File: config.mk
export PLATFORM = sky130hd
export DESIGN_NAME = timing_loop_filter
export DESIGN_NICKNAME = d
export VERILOG_FILES = /design/src/rtl/timing_loop_filter_pkg.sv /design/src/rtl/timing_loop_filter_sat_add.sv /design/src/rtl/timing_loop_filter.sv
export SDC_FILE = /design/constraint.sdc
export NUM_CORES = 1
export LEC_CHECK = 0
export CORE_ASPECT_RATIO = 0.5
export CORE_MARGIN = 2
export CORE_UTILIZATION = 33
export DETAILED_ROUTE_END_ITERATION = 6
export DONT_BUFFER_PORTS = 1
export PLACE_DENSITY = 0.52
export SETUP_SLACK_MARGIN = 0.15
export SLEW_MARGIN = 0
export SYNTH_ARGS = -nofsm -noshare
export SYNTH_HDL_FRONTEND = slang
export SYNTH_SLANG_ARGS = --single-unit
File: constraint.sdc
create_clock -name clk -period 10.65 [get_ports clk]
set_clock_uncertainty 0.05 [all_clocks]
set_input_delay 3.195 -clock clk [delete_from_list [all_inputs] [get_ports clk]]
set_output_delay 3.195 -clock clk [all_outputs]
set_load 0.01 [all_outputs]
File: src/rtl/timing_loop_filter_pkg.sv
// Shared saturation helpers for the timing-recovery loop filter and interpolator NCO.
package timing_loop_filter_pkg;

  localparam int SatCalcBits = 64;

  typedef logic signed [SatCalcBits-1:0] sat_word_t;

  function automatic sat_word_t sat_max(input int width);
    return (sat_word_t'(1) <<< (width - 1)) - sat_word_t'(1);
  endfunction

  function automatic sat_word_t sat_min(input int width);
    return -sat_max(width) - sat_word_t'(1);
  endfunction

  // Clamp a wide signed value into the two's-complement range of 'width' bits.
  function automatic sat_word_t sat_clamp(input sat_word_t value, input int width);
    sat_word_t hi;
    sat_word_t lo;
    hi = sat_max(width);
    lo = sat_min(width);
    if (value > hi) return hi;
    if (value < lo) return lo;
    return value;
  endfunction

endpackage

File: src/rtl/timing_loop_filter_sat_add.sv
// Signed adder with one guard bit and a saturating output of arbitrary width.
module timing_loop_filter_sat_add #(
  parameter int AWidth = 32,
  parameter int BWidth = 25,
  parameter int YWidth = 32
) (
  input  logic signed [AWidth-1:0] a,
  input  logic signed [BWidth-1:0] b,
  output logic signed [YWidth-1:0] y
);
  import timing_loop_filter_pkg::*;

  localparam int SumWidth = ((AWidth > BWidth) ? AWidth : BWidth) + 1;

  logic signed [SumWidth-1:0] sum;

  assign sum = SumWidth'(a) + SumWidth'(b);
  assign y   = YWidth'(sat_clamp(sat_word_t'(sum), YWidth));

endmodule

File: src/rtl/timing_loop_filter.sv
// PI loop filter for symbol-timing recovery; optional lock detector built when
// TIMING_LOOP_FILTER_LOCK_DETECT_EN is defined.
module timing_loop_filter #(
  parameter int ErrLengthBits        = 25,
  parameter int IntegratorLengthBits = 32,
  parameter int OutputLengthBits     = 16,
  parameter int KpShift              = 8,
  parameter int KiShift              = 16
`ifdef TIMING_LOOP_FILTER_LOCK_DETECT_EN
  ,
  parameter int LockThreshold        = 256,
  parameter int LockCount            = 32
`endif
) (
  input  logic                               clk,
  input  logic                               rst,
  input  logic signed [ErrLengthBits-1:0]    err,
  input  logic                               err_valid,
  output logic                               err_ready,
  input  logic                               freeze,
  output logic signed [OutputLengthBits-1:0] out,
  output logic                               out_valid,
  input  logic                               out_ready
`ifdef TIMING_LOOP_FILTER_LOCK_DETECT_EN
  ,
  output logic                               lock
`endif
);
  import timing_loop_filter_pkg::*;

  // Handshake: a word moves on any edge where valid && ready. The single output
  // register frees up whenever it is empty or being drained in the same cycle.
  logic accept;
  assign err_ready = !out_valid || out_ready;
  assign accept    = err_valid && err_ready;

  logic signed [IntegratorLengthBits-1:0] integ;
  logic signed [IntegratorLengthBits-1:0] integ_sum;
  logic signed [IntegratorLengthBits-1:0] integ_next;
  logic signed [ErrLengthBits-1:0]        p_term;
  logic signed [ErrLengthBits-1:0]        i_inc;
  logic signed [OutputLengthBits-1:0]     out_next;

  assign p_term = err >>> KpShift;
  assign i_inc  = err >>> KiShift;

  timing_loop_filter_sat_add #(
    .AWidth(IntegratorLengthBits),
    .BWidth(ErrLengthBits),
    .YWidth(IntegratorLengthBits)
  ) u_integ_add (
    .a(integ),
    .b(i_inc),
    .y(integ_sum)
  );

  assign integ_next = freeze ? integ : integ_sum;

  timing_loop_filter_sat_add #(
    .AWidth(ErrLengthBits),
    .BWidth(IntegratorLengthBits),
    .YWidth(OutputLengthBits)
  ) u_out_add (
    .a(p_term),
    .b(integ_next),
    .y(out_next)
  );

  always_ff @(posedge clk) begin
    if (rst) begin
      integ     <= '0;
      out       <= '0;
      out_valid <= 1'b0;
    end else if (accept) begin
      integ     <= integ_next;
      out       <= out_next;
      out_valid <= 1'b1;
    end else if (out_ready) begin
      out_valid <= 1'b0;
    end
  end

`ifdef TIMING_LOOP_FILTER_LOCK_DETECT_EN
  localparam int LockCntBits = $clog2(LockCount + 1);

  logic signed [ErrLengthBits:0] err_wide;
  logic signed [ErrLengthBits:0] err_mag;
  logic                          err_is_min;
  logic                          err_small;
  logic [LockCntBits-1:0]        lock_cnt;
  logic [LockCntBits-1:0]        lock_cnt_next;

  assign err_wide   = (ErrLengthBits + 1)'(err);
  assign err_mag    = (err_wide < 0) ? -err_wide : err_wide;
  // The most-negative error has no representable magnitude; never call it small.
  assign err_is_min = err[ErrLengthBits-1] && (err[ErrLengthBits-2:0] == '0);
  assign err_small  = !err_is_min && (err_mag <= (ErrLengthBits + 1)'(LockThreshold));

  always_comb begin
    lock_cnt_next = '0;
    if (err_small) begin
      lock_cnt_next = (lock_cnt == LockCntBits'(LockCount)) ? lock_cnt
                                                            : lock_cnt + LockCntBits'(1);
    end
  end

  always_ff @(posedge clk) begin
    if (rst) begin
      lock_cnt <= '0;
      lock     <= 1'b0;
    end else if (accept) begin
      lock_cnt <= lock_cnt_next;
      lock     <= (lock_cnt_next == LockCntBits'(LockCount));
    end
  end
`endif

endmodule

==> flow_metrics.py, run 1 <==
metrics = {
    "synth": {
        "syn_avg_cell_area_um2": 7.191,
        "ys_seq_area_frac": 0.1632,
        "synth_area_leaders": "dfxtp_1 (16%), ha_1 (13%), o21ai_0 (7.5%)",
        "ys_seq_elements": 49,
        "synth_commonest_cells": "nand2_1 (107), o21ai_0 (90), nor2_1 (83)",
        "netlist_area_um2": 6012,
        "synth_cell_types": 71,
        "yosys.cell_count.top_type": "nand2_1",
        "synth_top_area_frac": 0.1632,
        "synth_top_flop_cell": "dfxtp_1",
        "yosys_warnings": 0,
        "async_flop_share": 0,
        "synthesis.nets": 932,
        "synth_area_leader_cell": "dfxtp_1",
        "synthesis.instances": 836,
        "synth_edf_count": 0,
    },
    "sta": {
        "setup_viol": 0,
        "min_period_ns": 9.982,
        "final.setup.tns_ns": 0,
        "rsz0062_at_grt": "no",
        "relSlewSlack": 0.4497,
        "tightest_slew_ns": 0.8254,
        "fin_crit_sh": 0.9373,
        "slew_viol_final": 0,
        "clock.fmax_ghz": 0.1002,
        "hold_viol": 0,
    },
    "final_layout": {
        "nFillCells": 1892,
        "drive_above_1_share": 0.08014,
        "n_antenna_cell": 0,
        "syn_to_final_growth_pct": 8.907,
        "nets": 931,
    },
    "grt": {
        "grt_pass1_wl_um": 31000,
        "grt_max_degree": 47,
        "met3_usage": 0.02882,
        "busiest_layer": "met2",
        "antenna_found_initial": 0,
        "grt_pass1_vias": 5812,
        "grt_use_met2": 0.3148,
        "grt_use_met1": 0.2923,
        "grtUsageTotal": 0.2005,
        "overflow": 0,
    },
    "critical_path": {
        "path_max_fanout": 40,
        "cp.required_ns": 10.77,
        "cp.arrival_ns": 10.10,
        "slowest_delay_ns": 0.50,
        "reg2reg_from": "integ[6]$_SDFFE_PP0P_",
        "setup.worst_path.end": "out[5]$_SDFFE_PP0P_",
        "crit_slowest_cell": "a31o_2",
        "r2r_end": "out[5]$_SDFFE_PP0P_",
        "crit_start": "err[24]",
        "start_kind": "input pin",
        "crit_top_cell": "buf_4",
        "ff2ff_path_depth": 29,
        "rrSetupSlack_ns": 3.20,
        "critPathKind": "input pin to register",
        "crit_path_end_kind": "register",
    },
    "drt": {
        "drtAntennaViolNets": 0,
        "routedWlPerCell_um": 17.87,
        "firstDrtPassIters": 4,
        "drt-total-wl_um": 19130,
        "routed_via_density": 5.826,
        "drt-initial-drc-count": 361,
        "vias": 6234,
        "drc": 0,
    },
    "clocking": {
        "h-tree-depth": 2,
        "cts_root_buf": "clkbuf_16",
        "clk_latency_ns": 0.31,
        "cts_buffers": 5,
        "cts_num_sinks": 49,
        "clk_path_buf_depth": 2,
        "cts_tree": "built",
        "ctsHoldBuffers": 0,
        "cts.reportedPaths.clkPinSlew_ns": 0.08,
    },
    "power_and_ir_drop": {
        "vdd.ir_drop.worst_uv": 76.09,
        "p_per_area_nw_per_um2": 170.8,
        "fin_total_pwr_mw": 1.119,
        "p_leak_nw": 2.817,
    },
    "run": {
        "cap_viol_max_count": 0,
    },
    "floorplan": {
        "die-area_um2": 19380,
        "rows": 34,
        "initial_core_util": 0.3414,
        "fp.dieW_um": 194.9,
        "core_um2": 17610,
        "io_pins": 48,
        "fp.dieH_um": 99.44,
    },
    "status": {
        "outcome": "completed",
    },
    "placement": {
        "io_buffers": 0,
        "dp_hpwl_um": 14810,
        "gp_congestion": 0.8876,
    },
    "worst_hold_path": {
        "holdCritPathClass": "register to register",
    },
}
## what timing repair did
action | 4_1_cts | 5_1_grt
gates resized for setup | 0 | 3
endpoints found under the hold margin | 0 | 0
setup endpoints to repair | 0 | 15
buffers inserted | 0 | 0
## per-layer routing
| metal | share of wire | vias up | routed length, µm |
|---|---|---|---|
| li1 | - | 3104 | - |
| met1 | 0.51 | 2957 | 9797 |
| met2 | 0.42 | 155 | 8052 |
| met3 | 0.056 | 18 | 1073 |
| met4 | 0.011 | 0 | 201 |
| met5 | 0 | - | 0 |
## area by class of cell
class	count	area, µm²	area share
multi-input cells	730	4796	0.7325
clock buffers	6	128.9	0.01968
repair buffers	27	227.7	0.03478
inverters	22	82.58	0.01261
flip-flops and latches	49	980.9	0.1498
clock inverters	2	38.79	0.005924
well taps	234	292.8	0.04472
## placed cells by master (no fill, tap or decap), types with 13 or more instances in the layout
cell type / synthesis / routed
a22oi_1: 14 / 14
a21oi_1: 71 / 71
nand2_1: 107 / 107
a21o_1: 32 / 32
xnor2_1: 32 / 32
nor2_1: 83 / 82
xor2_1: 18 / 18
buf_4: 1 / 25
dfxtp_1: 49 / 49
nand3_1: 18 / 18
a211oi_1: 14 / 13
inv_1: 21 / 21
ha_1: 64 / 64
o21ai_0: 90 / 89
## kinds of logic after synthesis
kind of cell / after synthesis / synth area share
AOI/OAI and AO/OA: 327 / 0.3600
and+or+nand+nor: 282 / 0.2131
adders and majority gates: 70 / 0.1465
buffers and inverters: 57 / 0.04246
xor gates and xnor gates: 50 / 0.07284
DFF: 49 / 0.1632
muxes: 1 / 0.001873
## sequential cells by signal, summed over array words and instances, names as in the netlist
signal     flops
integ         32
out           16
out_valid      1
## per-stage QoR
stage	hold slack (ns)	utilization	instances	setup WS (ns)	cell area, µm²
finish	0.4375	0.3718	1070	0.6682	6548
global route	0.4604	0.3718	1070	0.1533	6548
CTS	0.4401	0.3708	1070	0.5173	6530
detailed placement	0.4274	0.3613	1062	0.2244	6362
global placement	0.4112	0.3613	1062	0.3254	6362
floorplan	0.3969	-	836	1.027	6012
## critical path: cells and delay by family
family                   cells  cell delay [ns]
XOR/XNOR                     2             0.61
AND/OR/NAND/NOR              7             0.97
adder cells (fa/ha/maj)      2             0.70
AO/OA/AOI/OAI               13             3.63
buffers and inverters        5             0.95
## how the worst min path moves through the flow
stage / from / end / slack (ns) / cells after the start
final: integ[0]$_SDFFE_PP0P_ / integ[0]$_SDFFE_PP0P_ / 0.44 / 2
after global routing: integ[4]$_SDFFE_PP0P_ / integ[4]$_SDFFE_PP0P_ / 0.46 / 2
after CTS: integ[7]$_SDFFE_PP0P_ / integ[7]$_SDFFE_PP0P_ / 0.44 / 2
after detailed placement: integ[0]$_SDFFE_PP0P_ / integ[0]$_SDFFE_PP0P_ / 0.43 / 2
after global placement: integ[18]$_SDFFE_PP0P_ / integ[18]$_SDFFE_PP0P_ / 0.41 / 2
after floorplan: integ[0]$_SDFFE_PP0P_ / integ[0]$_SDFFE_PP0P_ / 0.40 / 2
## power breakdown
part	total [mW]	switching (mW)	internal (mW)
clock	0.199	0.0874	0.112
sequential	0.223	0.0195	0.203
combinational	0.697	0.424	0.273
Power figures use the tool's default switching activity.
==> inputs of run 2 (changes only) <==
--- a/config.mk
+++ b/config.mk
@@ -7,10 +7,10 @@
 export LEC_CHECK = 0
 export CORE_ASPECT_RATIO = 0.5
 export CORE_MARGIN = 2
-export CORE_UTILIZATION = 33
+export CORE_UTILIZATION = 35
 export DETAILED_ROUTE_END_ITERATION = 6
 export DONT_BUFFER_PORTS = 1
-export PLACE_DENSITY = 0.52
+export PLACE_DENSITY = 0.56
 export SETUP_SLACK_MARGIN = 0.15
 export SLEW_MARGIN = 0
 export SYNTH_ARGS = -nofsm -noshare
==> constraint.sdc (replaced) <==
create_clock -name clk -period 8.35 [get_ports clk]
set_clock_uncertainty 0.05 [all_clocks]
set_input_delay 2.505 -clock clk [delete_from_list [all_inputs] [get_ports clk]]
set_output_delay 2.505 -clock clk [all_outputs]
set_load 0.01 [all_outputs]
==> flow_metrics.py, run 2 (synthesis gave the netlist of run 1 again) <==
metrics = {
    "status": {
        "outcome": "finished with violations",
        "violations": "negative setup slack",
    },
    "sta": {
        "tightest_slew_ns": 0.8081,
        "clock.fmax_ghz": 0.1197,
        "hold_viol": 0,
        "slew_viol_final": 0,
        "relSlewSlack": 0.4607,
        "fin_crit_sh": 1.001,
        "layout_setup_ws_ns": -0.006567,
        "final.setup.tns_ns": -0.006567,
        "rsz0062_at_grt": "yes",
        "min_period_ns": 8.357,
        "setup_viol": 1,
    },
    "critical_path": {
        "crit_path_end_kind": "register",
        "crit_start": "err[19]",
        "reg2reg_from": "integ[3]$_SDFFE_PP0P_",
        "crit_slowest_cell": "or4_4",
        "crit_top_cell": "buf_4",
        "path_max_fanout": 8,
        "cp.arrival_ns": 8.54,
        "start_kind": "input pin",
        "critPathKind": "input pin to register",
        "rrSetupSlack_ns": 1.80,
        "cp.required_ns": 8.53,
        "slowest_delay_ns": 0.44,
    },
    "floorplan": {
        "fp.dieW_um": 189.4,
        "io_pins": 48,
        "fp.dieH_um": 96.68,
        "initial_core_util": 0.3622,
        "core_um2": 16600,
        "rows": 33,
        "die-area_um2": 18310,
    },
    "final_layout": {
        "final_util": 0.5086,
        "nets": 1125,
        "drive_above_1_share": 0.3107,
        "top_register": "integ",
        "top_regs": "integ x32, out x16, out_valid x1",
        "largest_reg_flops": 32,
        "syn_to_final_growth_pct": 40.42,
        "mostFrequentLayoutCells": "buf_4 (216), nand2_1 (95), nor2_1 (81), o21ai_0 (81), a21oi_1 (66)",
        "n_antenna_cell": 0,
        "final_common_cell": "buf_4",
    },
    "drt": {
        "drt-initial-drc-count": 521,
        "drt-total-wl_um": 20470,
        "drtAntennaViolNets": 0,
        "drc": 0,
        "firstDrtPassIters": 5,
        "routedWlPerCell_um": 16.28,
        "vias": 6888,
        "routed_via_density": 5.480,
    },
    "worst_hold_path": {
        "worstHoldStart": "integ[31]$_SDFFE_PP0P_",
        "holdCritPathClass": "register to register",
    },
    "clocking": {
        "cts_root_buf": "clkbuf_16",
        "cts_tree": "built",
        "cts_num_sinks": 49,
        "cts.reportedPaths.clkPinSlew_ns": 0.08,
        "h-tree-depth": 2,
        "cts_buffers": 5,
        "clk_path_buf_depth": 2,
        "clk_latency_ns": 0.31,
        "ctsHoldBuffers": 0,
    },
    "power_and_ir_drop": {
        "p_leak_nw": 3.855,
        "clkPwrFrac": 0.124,
        "sw_frac_of_total": 0.4398,
        "vdd.ir_drop.worst_uv": 109.2,
        "seq_power_share": 0.160,
        "p_per_area_nw_per_um2": 211.6,
        "power.internal_mw": 1.001,
        "switching_power_mw": 0.7858,
        "comb_power_share": 0.716,
    },
    "grt": {
        "overflow": 0,
        "grt_pass1_wl_um": 33020,
        "grt_pass1_vias": 6405,
        "grt_max_degree": 47,
        "grtUsageTotal": 0.2244,
        "antenna_found_initial": 0,
    },
    "placement": {
        "dp_hpwl_um": 16040,
        "gp_congestion": 0.8623,
        "io_buffers": 0,
    },
    "run": {
        "cap_viol_max_count": 0,
    },
}
[run 2: changes by cell type in the layout (fill, tap and decap cells not counted), sizes merged]
cell / delta
inv: +1
bufinv: -1
buf: +194
[run 2: cell type report]
class,instances,area (µm²)
Tap cell,227,284.0
Sequential cell,49,980.9
Inverter,22,82.58
Clock inverter,2,13.76
Clock buffer,6,128.9
Multi-Input combinational cell,730,5240
Timing Repair Buffer,221,1712
Fill cell,1602,8157
[run 2: worst max-delay path: cells and delay by family]
family / cells / cell delay [ns]
AOI/OAI and AO/OA: 12 / 2.61
adders and majority gates: 4 / 1.11
and+or+nand+nor: 5 / 1.07
buffers and inverters: 4 / 0.64
xor gates and xnor gates: 2 / 0.31
muxes: 1 / 0.28
[run 2: repair_timing]
action	CTS	global route
setup endpoints to repair	15	15
resized for setup	36	18
setup buffers	8	8
gates cloned	1	0
pin swaps	29	17
[run 2: path summary, 6_finish.rpt]
kind / depth (start not counted) / endpoint
setup / recovery: 28 / out[0]$_SDFFE_PP0P_
hold / removal: 2 / integ[31]$_SDFFE_PP0P_
setup reg to reg: 28 / out[0]$_SDFFE_PP0P_
hold reg to reg: 2 / integ[31]$_SDFFE_PP0P_
[run 2: layer usage]
layer	routed length, µm	GRT usage
met2	8673	0.3491
met3	1121	0.03084
met4	177	0.04174
met1	10500	0.3300
met5	0	0
[run 2: power groups by stage]
stage / Combinational, mW / Sequential [mW] / Clock [mW]
CTS: 1.23 / 0.286 / 0.226
global route: 1.40 / 0.289 / 0.239
global placement: 1.14 / 0.290 / 0
finish: 1.28 / 0.286 / 0.222
floorplan: 0.691 / 0.285 / 0
detailed placement: 1.16 / 0.291 / 0
[run 2: through the flow]
step / cells / instance area (µm²) / total power [mW] / setup slack [ns] / hold slack (ns)
after global placement: 1232 / 7901 / 1.429 / -0.4977 / 0.4088
after detailed placement: 1232 / 7901 / 1.446 / -0.5862 / 0.4189
after global routing: 1257 / 8442 / 1.927 / -0.2926 / 0.4676
after floorplan: 836 / 6232 / 0.9752 / 0.1528 / 0.4006
final: 1257 / 8442 / 1.787 / -0.006567 / 0.4328
after CTS: 1249 / 8304 / 1.740 / -0.07570 / 0.4304
==> RTL change 1: new RTL, config.mk and constraints of run 2 <==
The option `TIMING_LOOP_FILTER_LOCK_DETECT_EN` is turned on by a define.
--- a/src/rtl/timing_loop_filter.sv
+++ b/src/rtl/timing_loop_filter.sv
@@ -1,5 +1,7 @@
 // PI loop filter for symbol-timing recovery; optional lock detector built when
 // TIMING_LOOP_FILTER_LOCK_DETECT_EN is defined.
+`define TIMING_LOOP_FILTER_LOCK_DETECT_EN
+
 module timing_loop_filter #(
   parameter int ErrLengthBits        = 25,
   parameter int IntegratorLengthBits = 32,
Formal check against the unedited RTL (old outputs only; new: lock): equivalent (equiv_simple and equiv_induct, registers matched by name and starting in step).
==> RTL change 1 against run 2 <==
- the flow now finishes without violations
- total power decreased by 5.7%
- wire length increased by 17%
- cell count increased by 2.5%
- area after synthesis increased by 21%
- via count increased by 11%
- register-to-register slack improved by 0.30 ns
- worst setup slack improved by 0.30 ns
- final area increased by 2.9%
- fmax increased by 3.7%
- sequential cell count increased by 7
- combinational power decreased by 13%
- count of clock-buffer cells in the layout increased by 2
- sequential power increased by 20%
- critical path type unchanged
==> RTL change 1: results (changes against run 2) <==
.. list-table::
   :header-rows: 1

   * - Metric
     - Value
   * - Status
     - finished clean
   * - Non-clock buffer contribution to total cell area
     - 8.49% (-12 points)
   * - Number of standard cells in the final layout excluding fillers
     - 1289 (+2.5%)
   * - Pin count of the biggest net entering global routing
     - 59 (+26%)
   * - Post-DP HPWL
     - 17.7 mm (+10%)
   * - DR vias/cell
     - 5.93 (+8.2%)
   * - End of the worst hold path
     - integ[8]
   * - R2R depth
     - 27 (-3.6%)
   * - Routed WL
     - 24.0 mm (+17%)
   * - Buffer count from post-CTS setup fixing
     - 0 (-8)
   * - Register share of total power
     - 20.4% (+4.4 points)
   * - Reg2Reg Launch Point
     - integ[0]
   * - Relative slew slack
     - 46.2% (+0.13 points)
   * - Maximum resistive drop on vdd
     - 0.0924 mV (-15%)
   * - Final-layout clock buffer total
     - 8 (+2)
   * - Total cell area at the placement stage
     - 7960 sq um (+0.79%)
   * - Average instance area after synthesis
     - 7.45 sq um (+3.6%)
   * - Share of synthesized area occupied by flip-flops and latches
     - 15.4% (-0.95 points)
   * - Post-synth top cells
     - sky130_fd_sc_hd__nand2_1 (96), sky130_fd_sc_hd__nor2_1 (96), sky130_fd_sc_hd__a21oi_1 (75), sky130_fd_sc_hd__ha_1 (67), sky130_fd_sc_hd__o21ai_0 (57)
   * - Slack of the worst reg-to-reg path
     - 2.10 ns (+0.30 ns)
   * - Cell with the biggest individual delay on the critical path
     - sky130_fd_sc_hd__o41a_1
   * - Fraction of synthesized cell area in xor and xnor cells
     - 6.12% (-1.2 points)
   * - Launch instance of the worst min-delay path
     - integ[8]
   * - Number of DRC markers after the initial detailed-route iteration
     - 650 (+25%)
   * - Area fraction in compound gates after synthesis
     - 35.5% (-0.49 points)
   * - Power per cell area
     - 194 nW/um^2 (-8.3%)
   * - Layout-stage area growth over the synthesis result
     - 19.0%
   * - Wire length on met3
     - 1.34 mm (+20%)
   * - Via count of the first global-routing pass
     - 7145 (+12%)
   * - Met2 wire len
     - 10.5 mm (+21%)
   * - Global router's overall resource usage
     - 20.9% (-1.6 points)
   * - Biggest fanout along the worst timing path
     - 58 (+50)
   * - Fill cell count
     - 2057 (+28%)
   * - ClkCell Share
     - 1.69% (-0.0040 points)
   * - Seq area share
     - 12.9% (+1.3 points)
   * - Multi-input combinational cell count
     - 844 (+16%)
   * - Power drawn by the clock network
     - 0.000233 W (+5%)
   * - Worst slack at placement
     - -0.242 ns (+0.345 ns)
   * - Syn nets
     - 1078 (+16%)
   * - Largest registers
     - integ: 32 flops, out: 16 flops, lock_cnt: 6 flops
   * - R2R Path End
     - out[10]
   * - Adder-Cell Fraction of Synth Area
     - 12.6% (-2.1 points)
   * - Minimum hold slack
     - 0.433 ns (-0.000216 ns)
   * - Number of distinct library cells after synthesis
     - 94 (+32%)
   * - Multi-input gate share of total cell area
     - 72.0% (+10 points)
   * - Fraction of met3 tracks used by global routing
     - 4.22% (+1.1 points)
   * - Static leakage
     - 3.56 nW (-7.7%)
RTL change 1: cell types whose count changed after synthesis, moves of 12 or more:
cell and delta:
sky130_fd_sc_hd__nand2b_1 +12, sky130_fd_sc_hd__clkbuf_1 +12, sky130_fd_sc_hd__o21ai_0 -33, sky130_fd_sc_hd__nor3_1 +12, sky130_fd_sc_hd__nor2_1 +13, sky130_fd_sc_hd__buf_2 +15
sky130_fd_sc_hd__o21ai_1 +13, sky130_fd_sc_hd__and3_1 +13, sky130_fd_sc_hd__or3_1 +13
RTL change 1: worst max path at each step:
stage / from / end / slack (ns) / cells past startpoint
after detailed placement: err[24] / out[0] / -0.24 / 25
after floorplan: err[24] / out[10] / 0.16 / 26
after CTS: err[24] / out[0] / 0.16 / 25
final: err[24] / out[0] / 0.29 / 25
after global routing: err[24] / out[4] / 0.08 / 26
after global placement: err[24] / out[14] / -0.15 / 23
==> RTL change 2: new RTL, flow settings as in run 2 <==
Without the edit above. Put a register stage on the output `err_ready`, cleared by the reset. The value now appears one clock later. The other outputs are not delayed to match.
--- a/src/rtl/timing_loop_filter.sv
+++ b/src/rtl/timing_loop_filter.sv
@@ -28,11 +28,13 @@
 );
   import timing_loop_filter_pkg::*;
 
+  logic err_ready_d;
+
   // Handshake: a word moves on any edge where valid && ready. The single output
   // register frees up whenever it is empty or being drained in the same cycle.
   logic accept;
-  assign err_ready = !out_valid || out_ready;
-  assign accept    = err_valid && err_ready;
+  assign err_ready_d = !out_valid || out_ready;
+  assign accept    = err_valid && err_ready_d;
 
   logic signed [IntegratorLengthBits-1:0] integ;
   logic signed [IntegratorLengthBits-1:0] integ_sum;
@@ -115,5 +117,13 @@
   end
 `endif
 
+  always_ff @(posedge clk) begin
+    if (rst) begin
+      err_ready <= '0;
+    end else begin
+      err_ready <= err_ready_d;
+    end
+  end
+
 endmodule
 
Behaviour: not the same (Yosys sat finds a counterexample within 4 cycles, from zero or initial values and one cycle with rst high).
==> RTL change 2 against run 2 <==
- area after synthesis grew 3.4%
- final area decreased by 12%
- wire length is 7.7% lower
- sequential share of layout area is 1.8 points higher
- sequential power rose by 7.3%
- sequential cell count grew 1
- die area is 3.3% higher
- first-iteration DRC count down 27%
- total power is 20% lower
- worst setup slack better by 0.43 ns
- count of clock-buffer cells in the layout unchanged
- largest cell class unchanged
- largest power group unchanged
- highest routed layer unchanged
==> RTL change 2: results (changes against run 2) <==
.. list-table::
   :header-rows: 1

   * - Metric
     - Value
   * - Status
     - finished clean
   * - Number of DRC markers after the initial detailed-route iteration
     - 379 (-27%)
   * - Cell with the biggest individual delay on the critical path
     - sky130_fd_sc_hd__or3_2
   * - Met2 wire len
     - 7.68 mm (-11%)
   * - Worst slew pin tran
     - 1.20 ns (+0.387 ns)
   * - Largest registers
     - integ: 32 flops, out: 16 flops
   * - Reg2Reg Launch Point
     - integ[0]
   * - Power in combinational cells
     - 0.000893 W (-30%)
   * - Final estimated routing congestion in global placement
     - 0.919 (+6.5%)
   * - R2R Path End
     - out[14]
   * - Pin count of the biggest net entering global routing
     - 63 (+34%)
   * - GRT met1 Usage
     - 29.8% (-3.1 points)
   * - Via count of the first global-routing pass
     - 5975 (-6.7%)
   * - Wire length on met3
     - 1.02 mm (-8.9%)
   * - Nets
     - 1018 (-9.5%)
   * - R2R depth
     - 27 (-3.6%)
   * - Fraction of layout cells with a size suffix above 1
     - 16.8% (-14 points)
   * - Global router's overall resource usage
     - 20.0% (-2.4 points)
   * - Fraction of met2 tracks used by global routing
     - 30.7% (-4.2 points)
   * - Wire length of the first global-routing pass
     - 30.4 mm (-7.9%)
   * - Post-synth top cells
     - sky130_fd_sc_hd__nand2_1 (89), sky130_fd_sc_hd__nor2_1 (83), sky130_fd_sc_hd__a21oi_1 (80), sky130_fd_sc_hd__o21ai_0 (67), sky130_fd_sc_hd__ha_1 (64)
   * - DR vias/cell
     - 5.56 (+1.5%)
   * - Buffer count from post-CTS setup fixing
     - 0 (-8)
   * - Routed length per placed instance
     - 16.3 um (+0.30%)
   * - Biggest fanout along the worst timing path
     - 15 (+7)
   * - Detailed-routing wirelength on met1
     - 10.0 mm (-4.7%)
   * - Register share of total power
     - 21.5% (+5.5 points)
   * - Switching power
     - 0.000616 W (-22%)
   * - Delay of the slowest cell on the worst path
     - 0.49 ns (+0.05 ns)
   * - Fraction of met3 tracks used by global routing
     - 2.73% (-0.35 points)
   * - Maximum resistive drop on vdd
     - 0.0880 mV (-19%)
   * - Post-DP HPWL
     - 14.7 mm (-8.4%)
   * - Fill cell count
     - 1775 (+11%)
   * - Static leakage
     - 3.27 nW (-15%)
[RTL change 2: cell count changes after synthesis, moves of 6 or more]
| cell | run 2 | this run |
|---|---|---|
| sky130_fd_sc_hd__nand2_1 | 107 | 89 |
| sky130_fd_sc_hd__maj3_1 | 4 | 24 |
| sky130_fd_sc_hd__o211ai_1 | 12 | 4 |
| sky130_fd_sc_hd__or3_1 | 5 | 14 |
| sky130_fd_sc_hd__a21o_1 | 32 | 43 |
| sky130_fd_sc_hd__a21oi_1 | 71 | 80 |
| sky130_fd_sc_hd__a22oi_1 | 14 | 1 |
| sky130_fd_sc_hd__o32ai_1 | 1 | 13 |
| sky130_fd_sc_hd__a211oi_2 | 11 | 1 |
| sky130_fd_sc_hd__o21ai_0 | 90 | 67 |
| sky130_fd_sc_hd__nand3_1 | 18 | 24 |
| sky130_fd_sc_hd__xnor2_1 | 32 | 25 |
[RTL change 2: through the flow]
| step | instance area [sq um] | setup slack [ns] | cells | hold WS [ns] | util (%) |
|---|---|---|---|---|---|
| 6_report | 7430 | 0.419 | 1157 | 0.428 | 42.7 |
| 5_1_grt | 7430 | 0.109 | 1157 | 0.458 | 42.7 |
| 4_1_cts | 7380 | 0.185 | 1157 | 0.434 | 42.4 |
| 3_5_place_dp | 7230 | -0.0937 | 1149 | 0.423 | 41.6 |
| 3_3_place_gp | 7230 | 0.00160 | 1149 | 0.409 | 41.6 |
| 2_1_floorplan | 6220 | 0.325 | 836 | 0.400 | - |
[RTL change 2: cell type report]
class | instances | area (sq um) | share of cell area (%)
inverters | 23 | 86.3 | 1.16
multi-input cells | 727 | 5000 | 67.3
clock inverters | 2 | 12.5 | 0.168
clock buffers | 6 | 139 | 1.87
repair buffers | 115 | 901 | 12.1
well taps | 234 | 293 | 3.94
flip-flops and latches | 50 | 1000 | 13.5
[RTL change 2: worst max-delay path, delay by kind of cell]
family | cells | cell delay, ns
buffers and inverters | 3 | 0.56
adders and majority gates | 3 | 1.00
and+or+nand+nor | 2 | 0.57
AOI/OAI and AO/OA | 15 | 3.41
[RTL change 2: logic make-up after synthesis]
kind of cell             after synthesis  synth area share [%]
buffers and inverters                 59                  4.49
AND/OR/NAND/NOR                      271                  20.2
multiplexers                           4                 0.684
adder cells (fa/ha/maj)               90                  17.4
AO/OA/AOI/OAI                        314                  34.4
XOR/XNOR                              48                  6.76
flip-flops                            50                  16.1
[RTL change 2: worst max-delay path by stage]
stage          startpoint       to  slack, ns  cells past startpoint
4_1_cts           err[16]  out[11]       0.18                     24
6_report          err[22]  out[11]       0.42                     23
2_1_floorplan     err[24]   out[6]       0.32                     24
3_3_place_gp      err[16]   out[5]      0.002                     24
5_1_grt           err[16]  out[10]       0.11                     25
3_5_place_dp      err[16]  out[11]      -0.09                     24
